`src/rtl/counter_pkg.sv`:
```
// Shared types and reset constants for the extended up/down counter family.
// Imported by counter_ext and its optional prescaler.
package counter_pkg;

    typedef enum logic {
        DIR_DOWN = 1'b0,
        DIR_UP   = 1'b1
    } counter_dir_e;

    typedef enum logic {
        MODE_WRAP = 1'b0,
        MODE_SAT  = 1'b1
    } counter_mode_e;

    // Per-cycle action after priority resolution: clear > load > step.
    typedef enum logic [1:0] {
        ACT_HOLD  = 2'd0,
        ACT_CLEAR = 2'd1,
        ACT_LOAD  = 2'd2,
        ACT_STEP  = 2'd3
    } counter_act_e;

    localparam int unsigned RST_COUNT    = 0;
    localparam int unsigned RST_PRESCALE = 0;
    localparam logic        RST_TC       = 1'b0;
    localparam logic        RST_OVF      = 1'b0;

    function automatic counter_act_e counter_action(input logic clear,
                                                    input logic load,
                                                    input logic step);
        if (clear) return ACT_CLEAR;
        if (load)  return ACT_LOAD;
        if (step)  return ACT_STEP;
        return ACT_HOLD;
    endfunction

endpackage

```
`src/rtl/counter_prescaler.sv`:
```
// Enable-gated prescaler: o_tick marks every (i_prescale+1)-th enabled cycle.
// Built only when COUNTER_EXT_PRESCALE_EN is defined.
module counter_prescaler
    import counter_pkg::*;
#(
    parameter int unsigned PRESCALE_W = 8
) (
    input  logic                  i_clk,
    input  logic                  i_rst_n,
    input  logic                  i_en,
    input  logic                  i_restart,
    input  logic [PRESCALE_W-1:0] i_prescale,
    output logic                  o_tick
);

    logic [PRESCALE_W-1:0] pre_q;
    logic [PRESCALE_W-1:0] pre_d;
    logic                  hit;

    assign hit    = (pre_q == i_prescale);
    assign o_tick = hit;

    always_comb begin
        pre_d = pre_q;
        if (i_restart) begin
            pre_d = PRESCALE_W'(RST_PRESCALE);
        end else if (i_en) begin
            pre_d = hit ? PRESCALE_W'(RST_PRESCALE) : pre_q + PRESCALE_W'(1);
        end
    end

    always_ff @(posedge i_clk or negedge i_rst_n) begin
        if (!i_rst_n) begin
            pre_q <= PRESCALE_W'(RST_PRESCALE);
        end else begin
            pre_q <= pre_d;
        end
    end

endmodule

```
`src/rtl/counter_ext.sv`:
```
// Up/down counter with load, programmable terminal value, wrap/saturate mode,
// terminal-count pulse and sticky overflow. Optional prescaler: COUNTER_EXT_PRESCALE_EN.
module counter_ext
    import counter_pkg::*;
#(
    parameter int unsigned WIDTH      = 12,
    parameter int unsigned PRESCALE_W = 8
) (
    input  logic                  i_clk,
    input  logic                  i_rst_n,
    input  logic                  i_en,
    input  logic                  i_clear,
    input  logic                  i_load,
    input  logic [WIDTH-1:0]      i_load_val,
    input  logic                  i_dir,
    input  logic                  i_mode,
    input  logic [WIDTH-1:0]      i_max,
    input  logic [PRESCALE_W-1:0] i_prescale,
    output logic [WIDTH-1:0]      o_count,
    output logic                  o_tc,
    output logic                  o_ovf
);

    logic [WIDTH-1:0] count_q, count_d;
    logic             tc_q, tc_d;
    logic             ovf_q, ovf_d;

    logic             tick;
    logic             boundary;
    counter_dir_e     dir;
    counter_mode_e    mode;
    counter_act_e     action;

`ifdef COUNTER_EXT_PRESCALE_EN
    // Load and clear both restart the prescale window.
    counter_prescaler #(
        .PRESCALE_W (PRESCALE_W)
    ) u_prescaler (
        .i_clk      (i_clk),
        .i_rst_n    (i_rst_n),
        .i_en       (i_en),
        .i_restart  (i_clear | i_load),
        .i_prescale (i_prescale),
        .o_tick     (tick)
    );
`else
    logic unused_prescale;
    assign unused_prescale = ^i_prescale;
    assign tick            = 1'b1;
`endif

    assign dir    = counter_dir_e'(i_dir);
    assign mode   = counter_mode_e'(i_mode);
    assign action = counter_action(i_clear, i_load, i_en & tick);

    // ">=" on the up side lets a loaded value above i_max still hit the boundary.
    assign boundary = (dir == DIR_UP) ? (count_q >= i_max) : (count_q == '0);

    // NOTE: every always_comb output gets a default first so no path leaves it unassigned (no latch).
    always_comb begin
        count_d = count_q;
        tc_d    = 1'b0;
        ovf_d   = ovf_q;
        unique case (action)
            ACT_CLEAR: begin
                count_d = WIDTH'(RST_COUNT);
                ovf_d   = 1'b0;
            end
            ACT_LOAD: begin
                count_d = i_load_val;
            end
            ACT_STEP: begin
                if (boundary) begin
                    tc_d  = 1'b1;
                    ovf_d = 1'b1;
                    if (dir == DIR_UP) begin
                        count_d = (mode == MODE_SAT) ? i_max : '0;
                    end else begin
                        count_d = (mode == MODE_SAT) ? '0 : i_max;
                    end
                end else begin
                    count_d = (dir == DIR_UP) ? count_q + WIDTH'(1)
                                              : count_q - WIDTH'(1);
                end
            end
            default: begin
                count_d = count_q;
            end
        endcase
    end

    // NOTE: state registers use non-blocking assignments so all flops update together on the edge.
    always_ff @(posedge i_clk or negedge i_rst_n) begin
        if (!i_rst_n) begin
            count_q <= WIDTH'(RST_COUNT);
            tc_q    <= RST_TC;
            ovf_q   <= RST_OVF;
        end else begin
            count_q <= count_d;
            tc_q    <= tc_d;
            ovf_q   <= ovf_d;
        end
    end

    assign o_count = count_q;
    assign o_tc    = tc_q;
    assign o_ovf   = ovf_q;

endmodule

```
`config.mk`:
```
export PLATFORM = sky130hd
export DESIGN_NAME = counter_ext
export DESIGN_NICKNAME = d
export VERILOG_FILES = /design/src/rtl/counter_pkg.sv /design/src/rtl/counter_prescaler.sv /design/src/rtl/counter_ext.sv
export SDC_FILE = /design/constraint.sdc
export NUM_CORES = 1
export LEC_CHECK = 0
export CAP_MARGIN = 5
export CELL_PAD_IN_SITES_DETAIL_PLACEMENT = 1
export CELL_PAD_IN_SITES_GLOBAL_PLACEMENT = 2
export CORE_ASPECT_RATIO = 0.8
export CORE_MARGIN = 3
export CORE_UTILIZATION = 24
export CTS_CLUSTER_DIAMETER = 40
export DETAILED_ROUTE_END_ITERATION = 16
export PLACE_DENSITY = 0.76
export RECOVER_POWER = 25
export SYNTH_ARGS = -nofsm -noshare
export SYNTH_HDL_FRONTEND = slang
export SYNTH_SLANG_ARGS = --single-unit
```
`constraint.sdc`:
```
create_clock -name i_clk -period 2 [get_ports i_clk]
set_clock_uncertainty 0.15 [all_clocks]
set_input_delay 0.4 -clock i_clk [delete_from_list [all_inputs] [get_ports i_clk]]
set_output_delay 0.4 -clock i_clk [all_outputs]
set_load 0.02 [all_outputs]
```
==> metrics.txt <==
Final Max Slew Viols 0; Synth Warn # 0; Async S/R FF share, synth 100%; fin crit share 124%; # IOs between 50 and 60; worst skew pair latency approximately 0.26 ns; Rows 26; count leader, synth nor2_1; global-route wire length before repair 13,100 um; Longest Clk Path Bufs 2; Hold Vio Cnt, Final 0; drt via density 5.16; RSZ-0062 raised after global routing yes; Post-synth EDFFs 0; post-synthesis sequential area ratio between 20% and 30%; initial antenna violation count 0; largest net degree at the start of global routing 21; r2r startpoint o_count[1]; Post-synth top cells nor2_1, ha_1, a21oi_1, inv_1, dfrtp_1; hold depth 1; fmax 0.405 GHz; Clk Tree Root Cell clkbuf_8; Synth Flop Type dfrtp_1; syn_nets 267; Synth area leaders dfrtp_1, ha_1, nor2_1; Worst Hold End o_ovf; Slew @ Worst Pin 0.940 ns; Avg Inst Size Synth 8.08 sq um; core area roughly 6500 sq um; GPL Wtd Cong 0.811; Pre-antenna DRT Iters 4; Cell variety after synth 50; Iter 0 DRT Violations ~100; final setup margin -0.471 ns; DIE WIDTH 98.9 um; Max FO, Critical Path 4; DR vias between 2,000 and 2,500; Setup TNS Final -5.76 ns; Global Route Usage Sum 21.5%; max_slew headroom 37.3%; die height ~80 um; Antenna Nets Post-Route 0; layout cells sized above 1 about 44%; Ant. Diodes 0; Overflow after GRT 0; run status finished with violations; Post-DP HPWL approximately 5600 um; I/O Buffers 44; fin nets 389; final hold slack 0.332 ns; min Tclk post-route 2.47 ns; Area Growth Syn to Fin 95.4%; CTS tree built; power per cell area 548 nW/um^2; Gate Count Post-Synth 205; HP Class reg2reg; mapped cell area 1660 sq um; failing checks negative setup slack; Synth area leader dfrtp_1; cts-stage hold buffer count 0; r2r setup slk -0.47 ns; Avg WL per Cell 20.0 um; worst path required time 2.00 ns; CP startpoint kind input pin; leakage 0.00151 uW; Post-Route WL slightly above 8000 um; initial cell density of the core 25.3%; vias in the first global route 2,439; Reg2Reg Depth 9; crit end category flop; worst vdd ir around 260 uV; final setup violating endpoints 14; detailed-route DRC error count 0; Max-Cap Viols 0; worst path arrival time roughly 2.5 ns; synthesis-stage register bit count 14; Die Area 7940 sq um; share of the synthesized area in the top cell type 21.1%; Crit Path Category in2reg; RR Endpoint o_count[8]; clk slew on worst S/H paths around 0.070 ns; Hold Path Origin o_ovf; fillers 761; htree depth 1; clock sinks 14; number of buffers created by CTS 3
==> state kept, by name (all words and copies together) (netlist names) <==
| register | count |
|---|---|
| o_count | 12 |
| o_ovf | 1 |
| o_tc | 1 |
==> area by class of cell <==
class	instances	area [sq um]	area share, %
multi-input combinational	164	1570	48.4
timing repair buffer	126	1090	33.7
sequential	14	354	10.9
tap	84	105	3.25
clock buffer	4	45.0	1.39
inverter	18	73.8	2.28
==> report_power, final <==
group	switching [uW]	leakage (uW)	internal, uW	total, uW
registers	30.5	0.000181	314	344
clock network	129	0.0000228	142	271
logic	560	0.00131	599	1160
==> how the worst max path moves through the flow <==
stage / cells after the start / to / from
after floorplan: 8 / o_count[10] / i_dir
after global placement: 10 / o_count[10] / i_dir
after detailed placement: 10 / o_count[10] / i_dir
after CTS: 9 / o_count[10] / o_count[1]
after global routing: 7 / o_count[8] / o_count[10]
final: 9 / o_count[8] / i_max[9]
==> per-layer routing <==
metal | track usage (%) | vias up | part of all wire, %
met4 | 4.50 | 0 | 1.2
met3 | 3.30 | 12 | 4.0
li1 | - | 1008 | -
met2 | 39.0 | 53 | 51
met5 | 0 | - | 0
met1 | 27.0 | 1041 | 44
==> cell families (layout without fill, tap and decap cells) <==
kind of cell / after synthesis / after routing / synth area share [%]
simple gates: 71 / 71 / 22.5
fa+ha+maj: 23 / 23 / 17.8
buf+inv: 28 / 148 / 7.10
compound gates: 62 / 63 / 27.7
flops: 14 / 14 / 21.1
xor+xnor: 7 / 7 / 3.70
==> metrics by stage <==
| step | setup slack, ns | std cells | utilization, % | total power [uW] | area (sq um) |
|---|---|---|---|---|---|
| 2_1_floorplan | -0.351 | 205 | - | 773 | 1680 |
| 3_5_place_dp | -1.18 | 386 | 40.5 | 1230 | 2650 |
| 6_report | -0.471 | 410 | 49.5 | 1770 | 3240 |
| 3_3_place_gp | -1.13 | 386 | 40.5 | 1210 | 2650 |
| 5_1_grt | -0.568 | 410 | 49.5 | 1890 | 3240 |
| 4_1_cts | -0.422 | 409 | 48.6 | 1720 | 3180 |
==> placed cells by master (no fill, tap or decap), types with 2 or more instances in the layout <==
cell type | synthesis | layout
buf_4 | 1 | 71
nor2_1 | 26 | 24
clkdlybuf4s50_1 | 0 | 23
a21oi_1 | 18 | 15
ha_4 | 0 | 13
dlygate4sd2_1 | 0 | 12
dfrtp_1 | 14 | 11
inv_1 | 18 | 10
buf_6 | 1 | 10
nor3b_1 | 10 | 9
ha_1 | 22 | 9
inv_2 | 0 | 6
nand2_1 | 8 | 6
xor2_1 | 6 | 6
a221o_1 | 6 | 6
nand3_1 | 4 | 4
a21o_1 | 4 | 4
nor3_1 | 6 | 4
dlymetal6s2s_1 | 0 | 4
o21ai_1 | 1 | 3
nor4_4 | 0 | 3
a21oi_2 | 1 | 3
o21a_1 | 3 | 3
o21ai_0 | 6 | 3
clkbuf_8 | 0 | 3
dfrtp_2 | 0 | 3
nor2_2 | 0 | 2
o31ai_4 | 0 | 2
nor4_2 | 1 | 2
nor4_1 | 6 | 2
a31oi_1 | 3 | 2
and2_4 | 1 | 2
a31o_4 | 0 | 2
nor3_2 | 0 | 2
nand3b_1 | 2 | 2
a311o_1 | 2 | 2
clkbuf_1 | 7 | 2
clkdlybuf4s15_2 | 0 | 2
==> repair_timing <==
action                                  CTS  global route
resized for setup                        93            12
buffers inserted                         22             2
pin swaps                                35            10
gates cloned                              1             0
endpoints found under the setup margin   14            18
==> worst max-delay path: stages <==
cell           delay (ns)
dlygate4sd2_1        0.25
inv_2                0.06
ha_4                 0.26
nand4_1              0.22
nor4_4               0.41
o31ai_4              0.16
buf_4                0.17
a31o_4               0.24
a221o_1              0.29
No activity file was read; power rests on OpenSTA's default activity.
